$ cat config.mk
export PLATFORM = sky130hd
export DESIGN_NAME = mem_access_unit
export DESIGN_NICKNAME = d
export VERILOG_FILES = /design/src/rtl/mem_pkg.sv /design/src/rtl/load_align.sv /design/src/rtl/mem_access_unit.sv
export SDC_FILE = /design/constraint.sdc
export NUM_CORES = 1
export LEC_CHECK = 0
export BUFFER_PORTS_ARGS = -buffer_cell sky130_fd_sc_hd__clkbuf_2
export CAP_MARGIN = 25
export CORE_ASPECT_RATIO = 1.4
export CORE_UTILIZATION = 52
export CTS_BUF_LIST = sky130_fd_sc_hd__clkbuf_2 sky130_fd_sc_hd__clkbuf_4 sky130_fd_sc_hd__clkbuf_8
export DETAILED_ROUTE_END_ITERATION = 7
export GPL_ROUTABILITY_DRIVEN = 0
export PLACE_DENSITY = 0.78
export SYNTH_ARGS = -nofsm -noshare
export SYNTH_HDL_FRONTEND = slang
export SYNTH_HIERARCHICAL = 1
export SYNTH_SLANG_ARGS = --single-unit
$ cat constraint.sdc
create_clock -name clk -period 2.9 [get_ports clk]
set_input_delay 0.29 -clock clk [delete_from_list [all_inputs] [get_ports clk]]
set_output_delay 0.29 -clock clk [all_outputs]
set_load 0.01 [all_outputs]
$ cat src/rtl/mem_pkg.sv
// mem_pkg: op/state encodings and access-size helpers for the data-memory unit
package mem_pkg;
    typedef enum logic [2:0] {OP_LW, OP_LH, OP_LHU, OP_LB, OP_LBU, OP_SW, OP_SH, OP_SB} op_t;
    typedef enum logic [1:0] {IDLE, ISSUE, RESP} state_t;
    function automatic logic is_store(input op_t op);
        return op >= OP_SW;
    endfunction
    // 0 = byte, 1 = half, 2 = word
    function automatic logic [1:0] size(input op_t op);
        return (op == OP_LW || op == OP_SW) ? 2'd2 :
               (op == OP_LH || op == OP_LHU || op == OP_SH) ? 2'd1 : 2'd0;
    endfunction
    function automatic logic misaligned(input op_t op, input logic [1:0] a);
        return size(op) == 2'd2 ? a != 2'b00 : size(op) == 2'd1 ? a[0] : 1'b0;
    endfunction
endpackage

$ cat src/rtl/load_align.sv
// load_align: pick the addressed byte/half out of a read word and extend it to 32 bits
module load_align
    import mem_pkg::*;
(
    input  logic [31:0] rdata,
    input  logic [1:0]  addr,
    input  op_t         op,
    output logic [31:0] result
);
    logic [7:0]  b;
    logic [15:0] h;
    assign b = rdata[8*addr +: 8];
    assign h = addr[1] ? rdata[31:16] : rdata[15:0];
    always_comb begin
        result = op == OP_LB  ? {{24{b[7]}}, b} :
                 op == OP_LBU ? {24'b0, b} :
                 op == OP_LH  ? {{16{h[15]}}, h} :
                 op == OP_LHU ? {16'b0, h} : rdata;
    end
endmodule

$ cat src/rtl/mem_access_unit.sv
// mem_access_unit: MEM-stage load/store sequencer with lane steering, timeout and load extension
module mem_access_unit
    import mem_pkg::*;
#(
    parameter int TIMEOUT = 16
) (
    input  logic        clk,
    input  logic        reset,
    input  logic        req_valid,
    output logic        req_ready,
    input  logic [2:0]  req_op,
    input  logic [31:0] req_addr,
    input  logic [31:0] req_wdata,
    output logic        mem_req,
    output logic        mem_we,
    output logic [31:0] mem_addr,
    output logic [3:0]  mem_be,
    output logic [31:0] mem_wdata,
    input  logic        mem_ack,
    input  logic [31:0] mem_rdata,
    output logic        resp_valid,
    output logic [31:0] resp_rdata,
    output logic        resp_err
);
    localparam int CW = $clog2(TIMEOUT + 1);
    state_t         state;
    op_t            op_q;
    logic [1:0]     a_q;
    logic [CW-1:0]  cnt;
    op_t            op_in;
    logic [1:0]     a_in;
    logic [3:0]     be_n;
    logic [31:0]    wd_n;
    logic [31:0]    ld;
    assign op_in     = op_t'(req_op);
    assign a_in      = req_addr[1:0];
    assign req_ready = state == IDLE;
    always_comb begin
        be_n = size(op_in) == 2'd0 ? 4'b0001 << a_in :
               size(op_in) == 2'd1 ? (a_in[1] ? 4'b1100 : 4'b0011) : 4'b1111;
        wd_n = !is_store(op_in)    ? 32'b0 :
               size(op_in) == 2'd0 ? {4{req_wdata[7:0]}} :
               size(op_in) == 2'd1 ? {2{req_wdata[15:0]}} : req_wdata;
    end
    load_align u_align (.rdata(mem_rdata), .addr(a_q), .op(op_q), .result(ld));
    always_ff @(posedge clk) begin
        if (reset) begin
            state      <= IDLE;
            op_q       <= OP_LW;
            a_q        <= 2'b00;
            cnt        <= '0;
            mem_req    <= 1'b0;
            mem_we     <= 1'b0;
            mem_addr   <= '0;
            mem_be     <= '0;
            mem_wdata  <= '0;
            resp_valid <= 1'b0;
            resp_rdata <= '0;
            resp_err   <= 1'b0;
        end else begin
            resp_valid <= 1'b0;
            case (state)
                IDLE: if (req_valid) begin
                    op_q <= op_in;
                    a_q  <= a_in;
                    cnt  <= '0;
                    if (misaligned(op_in, a_in)) begin
                        state      <= RESP;
                        resp_valid <= 1'b1;
                        resp_err   <= 1'b1;
                        resp_rdata <= '0;
                    end else begin
                        state     <= ISSUE;
                        mem_req   <= 1'b1;
                        mem_we    <= is_store(op_in);
                        mem_addr  <= {req_addr[31:2], 2'b00};
                        mem_be    <= be_n;
                        mem_wdata <= wd_n;
                    end
                end
                ISSUE: if (mem_ack || cnt == CW'(TIMEOUT - 1)) begin
                    // an ack in the final allowed cycle beats the timeout
                    state      <= RESP;
                    mem_req    <= 1'b0;
                    mem_we     <= 1'b0;
                    resp_valid <= 1'b1;
                    resp_err   <= !mem_ack;
                    resp_rdata <= (!mem_ack || is_store(op_q)) ? 32'b0 : ld;
                end else begin
                    cnt <= cnt + 1'b1;
                end
                default: state <= IDLE;
            endcase
        end
    end
endmodule

**Yosys cells after proc, flatten, opt, wreduce, memory -nomap -nowiden**

Cells that the tools add are included.

- $add $sub $neg: 1
- $lt $le $gt $ge: 2
- Eq/ne operators: 17
- Shifts and indexed selects: 2
- Mux-type cells: 42
- Bitwise gates (word level): 1
- Reductions and logical operators: 17

Operators with widths:

| kind | count |
|---|---|
| 32-bit 2-to-1 mux | 11 |
| 32-bit case mux with 2 select lines | 1 |
| 32-bit by 6-bit indexed part select with 8-bit output | 1 |
| 16-bit 2-to-1 mux | 1 |
| 1-bit 2-to-1 mux | 14 |
| 4-bit 2-to-1 mux | 3 |
| 5-bit 2-to-1 mux | 2 |
| 5-bit case mux with 2 select lines | 1 |
| 3-bit by 2-bit equality test with 1-bit output (second input constant) | 3 |
| 3-bit equality test (second input constant) | 3 |
| 2-bit 2-to-1 mux | 4 |
| 2-bit != test (second input constant) | 4 |
| 1-bit case mux with 2 select lines | 4 |
| 4-bit AND reduction | 2 |
| 3-bit by 1-bit equality test with 1-bit output (second input constant) | 2 |
| 3-bit greater-or-equal comparator (second input constant) | 2 |
| 3-bit AND reduction | 2 |
| 5-bit by 1-bit adder with 5-bit output (second input constant) | 1 |
| 5-bit by 4-bit equality test with 1-bit output (second input constant) | 1 |
| 1-bit logical OR | 5 |
| 2-bit by 1-bit equality test with 1-bit output (second input constant) | 2 |
| 2-bit logical NOT | 2 |
| 2-bit case mux with 2 select lines | 1 |
| 2-bit AND reduction | 2 |
| 7 further kinds | 8 |

- Register bits after elaboration: 114
- Bits of input ports: 103
- Output and inout bits: 105
- Word-level logic and storage cells: 94

**Depth between registers and ports, before layout**

- Depth in word-level cells: 11
- Gate-level depth with buffers: 9
- Depth with buffers taken out: 7

**By module**

The synthesis kept the hierarchy.

Modules (own cells, without submodules):

| module | times used | cells each | area an instance (um2) | sequential area each (um2) |
|---|---|---|---|---|
| mem_access_unit | 1 | 544 | 5053.6 | 2282.2 |
| load_align | 1 | 124 | 1011.0 | 0.0 |

**Least setup slack after synthesis**

OpenSTA, ideal clock, no wires.

- Path type: flip-flop to flip-flop
- From: reg cnt[0]
- To: reg resp_rdata[24]
- Library setup time: 101 ps
- Data arrival time: 2013 ps
- Data required time: 2799 ps
- Slack: 786 ps
- Stages on the path, launching flop included: 10
- Path buffers: 2
- Clock period less this slack: 2114 ps
- Cells stage by stage: dfxtp_1 -> ha_1 -> and3_1 -> ha_1 -> nor3b_1 -> or2_2 -> clkbuf_1 -> clkbuf_1 -> a32oi_1 -> o41ai_1

- Word-level cells in the longest chain between the ends: 4

Ends and longest elaborated chain:

| what | line | source |
|---|---|---|
| from (decl) | mem_access_unit.sv:29 | `logic [CW-1:0] cnt;` |
| from (signal assigned) | mem_access_unit.sv:90 | `cnt <= cnt + 1'b1;` |
| 5-bit by 4-bit equality test with 1-bit output | mem_access_unit.sv:81 | `ISSUE: if (mem_ack \|\| cnt == CW'(TIMEOUT - 1)) begin` |
| 1-bit logical OR | mem_access_unit.sv:81 |  |
| 2-bit != test (no source line) | -- |  |
| 4-bit AND reduction (no source line) | -- |  |
| to (signal assigned) | mem_access_unit.sv:88 | `resp_rdata <= (!mem_ack \|\| is_store(op_q)) ? 32'b0 : ld;` |
| to (decl) | mem_access_unit.sv:22 | `output logic [31:0] resp_rdata,` |

Every way passes these cells.
A chain may end at the register's enable or synchronous reset.

**Worst setup path in the final report**

- From: reg cnt[0]
- To: reg resp_rdata[23]

The elaborated chain is that of the path after synthesis.

==> summary.md <==
- **DRC violations left** 2
- **post-route cell area** 7460 um^2
- **xor/xnor share of the synthesized area** 1.011%
- **largest family of logic cells by synthesized area** compound AO/OA/AOI/OAI gates
- **setup repair after global routing missed its margin** false
- **I/O pins** 208
- **Syn-to-layout area delta** 23.00%
- **Antenna Nets Post-Route** 0
- **distinct cell type count after synthesis** 62
- **aggregate negative setup slack** 0 ns
- **count of clock tree sinks** 114
- **wire per inst** 18.35 um
- **final cycle utilization of the critical path** 82.77%
- **Synth Register Bits** 114
- **required time of the worst setup path** 3.22 ns
- **Slowest cell on crit path** sky130_fd_sc_hd__or2_2
- **Post-Syn Instances** 668
- **proportion of register bits with asynchronous set or reset after synthesis** 0%
- **adder and majority cell fraction of the synthesized area** 0.4126%
- **first-pass iteration count of the detailed router** 8
- **shortest clock period the worst path allows after layout** 2.400 ns
- **setup fix buffers added after clock tree synthesis** 0
- **total length of routed wires** 18.16 mm
- **die width** 93.27 um
- **cell-by-cell listing of the critical path** ha_1, and3_1, ha_1, nor3b_1, or2_2, a32oi_1, o41ai_1
- **clock network latency to the later pin of the worst-skew pair** 0.43 ns
- **count leader, synth** sky130_fd_sc_hd__dfxtp_1
- **switching power summed over all nets** 1.256 mW
- **number of placed instances, taps included** 958
- **area of the die** 12,100 um^2
- **sequential share of power** 41.8%
- **worst voltage drop across the vdd grid** 0.4942 mV
- **multiplexer fraction of the synthesized cell area** 10.34%
- **sequential-to-total area share from yosys stat** 37.63%
- **total via count in the routed design** 6,237
- **post-synth top area cell** sky130_fd_sc_hd__dfxtp_1
- **leakage power** 3.109 nW
- **storage element area** 2282 um^2
- **routed via count divided by cell count** 6.300
- **clock-pin slew of the registers on the worst-case setup and hold paths** 0.08 ns
- **Hold Worst Slack** 0.07731 ns
- **all-layer global routing usage** 29.72%
- **Multi-input gate area** 3281 um^2
- **design internal power** 2.844 mW
- **buffer levels on the longest clock path** 2
- **max_slew headroom** 43.68%
- **Net Sw Frac** 30.64%
- **Main synth FF type** sky130_fd_sc_hd__dfxtp_1
- **HPWL after DPL** 12.82 mm
- **number of standard-cell rows in the floorplan** 46
- **status** finished, violations left
- **most repeated library cell on the critical path** sky130_fd_sc_hd__ha_1
- **top area cells in the synthesized netlist** sky130_fd_sc_hd__dfxtp_1 (38%), sky130_fd_sc_hd__mux2i_1 (6.8%), sky130_fd_sc_hd__o41ai_1 (5.6%)
- **total of hold buffers inserted after clock tree synthesis** 0
- **startpoint type of the worst setup path** register
- **floorplan die height** 129.8 um
- **clock share of power** 38.7%
- **total of warnings raised by yosys** 6
- **crit path max fanout** 35
- **number of diodes added for antenna fixing** 0
- **maximum number of pins on one net before global-route repair** 40
- **Worst Skew** 0.01128 ns
- **Placed Instance Area** 7036 um^2
- **number of global-route vias before repair** 5,859
- **top-area cell type share of the netlist area** 37.63%
- **category of the worst setup path capture point** register
- **max-capacitance violation count** 0
- **post-cts sizing count** 0
- **net total in the final layout** 938
- **wire length of the first global-routing pass** 28.60 mm
- **classification of the worst-slack hold path** input port to register
- **H-tree depth reported by CTS** 4
- **number of max-slew violations in the final report** 0
- **violations in the final reports** design-rule violations
- **Synth Area per Inst** 9.079 um^2
- **Setup CP Type** register to register
- **post-synthesis share of cell area spent on and, or, nand and nor gates** 10.67%
- **count of endpoints failing setup in the final report** 0
- **upper clock frequency limit** 416.6 MHz
- **total congestion overflow after global routing** 0
- **layout cells sized above 1** 33.33%
- **cell at the root of the clock tree** sky130_fd_sc_hd__clkbuf_8
- **commonest cells in the synthesized netlist** sky130_fd_sc_hd__dfxtp_1 (114), sky130_fd_sc_hd__a21oi_1 (53), sky130_fd_sc_hd__mux2i_1 (41)
- **count of flip-flops with a built-in enable after synthesis** 0
- **Arr. time, crit path** 2.72 ns
- **Core Footprint** 11,340 um^2
- **fraction of the mapped netlist area in compound gates** 31.28%
- **cell area after technology mapping** 6065 um^2
- **Gate power share** 19.6%
- **hold violation total from the final report** 0
- **Initial Utilization** 53.49%
- **Inserted Clock Buffers** 17
- **Buffers on Ports** 205
- **Slew @ Worst Pin** 0.8437 ns
- **initial antenna violation count** 0
- **power density of the placed cells** 549.7 nW/um^2
- **slowest cell delay on critical path** 0.65 ns
- **number of inserted filler cells in the final layout** 974
- **non-filler instance count after layout** 990
- **clock tree from TritonCTS** built
- **number of design-rule violations left by the first detailed-router iteration** 362
[path summary, 6_finish.rpt]
kind,startpoint,endpoint,slack [ns],depth (start not counted)
setup / recovery,cnt[0],resp_rdata[23],0.50,7
hold / removal,req_addr[4],mem_addr[4],0.08,3
setup reg to reg,cnt[0],resp_rdata[23],0.50,7
hold reg to reg,a_q[0],a_q[0],0.47,2
[stage by stage]
stage               util (%)  setup slack (ns)  power (mW)
finish                 65.79            0.4995       4.101
floorplan                  -            0.7855       2.264
global placement       62.05            0.6713       2.510
CTS                    65.79            0.4988       4.109
global route           65.79            0.3318       4.290
detailed placement     62.05            0.5351       2.534
[registers in the layout (all words and copies together), names as in the netlist]
signal,count
mem_we,1
resp_rdata,32
resp_valid,1
a_q,2
mem_wdata,32
mem_addr,30
mem_req,1
resp_err,1
mem_be,4
state,2
cnt,5
op_q,3
[per-layer routing]
layer | wire length, um | GRT usage (%) | up-vias
met5 | 0 | 0 | -
met4 | 723 | 14.75 | 0
met3 | 1506 | 7.634 | 69
met2 | 9153 | 51.77 | 352
met1 | 6780 | 33.56 | 2909
li1 | - | - | 2907
[kinds of logic after synthesis]
logic type	count (synthesis)
compound gates	260
xor+xnor	4
fa+ha+maj	2
buf+inv	115
flops	114
mux	52
other cells	1
simple gates	120
[worst max-delay path: cells and delay by family (launching register included)]
family          cells  cell delay (ns)
flops               1             0.34
fa+ha+maj           2             0.41
simple gates        3             1.21
compound gates      2             0.31
[power by group through the flow]
| stage | Combinational (mW) | Sequential, mW | Clock, mW |
|---|---|---|---|
| floorplan | 0.507 | 1.76 | 0 |
| global placement | 0.769 | 1.74 | 0 |
| detailed placement | 0.789 | 1.75 | 0 |
| CTS | 0.793 | 1.71 | 1.61 |
| global route | 0.868 | 1.72 | 1.70 |
| finish | 0.802 | 1.71 | 1.59 |
[layout make-up]
type	count	share of cell area, %
sequential	114	30.59
timing repair buffer	221	15.36
inverter	39	1.962
multi-input combinational	440	43.98
tap	144	2.415
clock buffer	18	3.321
clock inverter	14	2.365
[cells in the final DEF, fill, tap and decap left out, types with 4 or more instances in the layout]
| cell type | Yosys | layout |
|---|---|---|
| sky130_fd_sc_hd__a32o_1 | 8 | 8 |
| sky130_fd_sc_hd__nor3_1 | 10 | 9 |
| sky130_fd_sc_hd__a211oi_1 | 4 | 4 |
| sky130_fd_sc_hd__dfxtp_1 | 114 | 114 |
| sky130_fd_sc_hd__nand2b_1 | 5 | 5 |
| sky130_fd_sc_hd__nor2_1 | 17 | 17 |
| sky130_fd_sc_hd__o21ai_0 | 12 | 12 |
| sky130_fd_sc_hd__nand3_1 | 33 | 33 |
| sky130_fd_sc_hd__or3b_1 | 4 | 4 |
| sky130_fd_sc_hd__mux2i_1 | 41 | 41 |
| sky130_fd_sc_hd__inv_6 | 0 | 4 |
| sky130_fd_sc_hd__a22o_1 | 8 | 8 |
| sky130_fd_sc_hd__a21boi_0 | 6 | 6 |
| sky130_fd_sc_hd__a31oi_1 | 8 | 8 |
| sky130_fd_sc_hd__clkbuf_8 | 0 | 18 |
| sky130_fd_sc_hd__or3b_2 | 6 | 6 |
| sky130_fd_sc_hd__clkbuf_2 | 0 | 205 |
| sky130_fd_sc_hd__nor2b_1 | 4 | 4 |
| sky130_fd_sc_hd__a21oi_1 | 53 | 53 |
| sky130_fd_sc_hd__o41ai_1 | 39 | 39 |
| sky130_fd_sc_hd__nand2_1 | 25 | 25 |
| sky130_fd_sc_hd__a22oi_1 | 9 | 9 |
| sky130_fd_sc_hd__o21ai_1 | 31 | 31 |
| sky130_fd_sc_hd__o2bb2ai_1 | 32 | 32 |
| sky130_fd_sc_hd__mux4_2 | 8 | 8 |
| sky130_fd_sc_hd__buf_4 | 4 | 16 |
| sky130_fd_sc_hd__inv_1 | 38 | 38 |
| sky130_fd_sc_hd__a32oi_1 | 32 | 32 |
No activity file was read; power rests on OpenSTA's default activity.
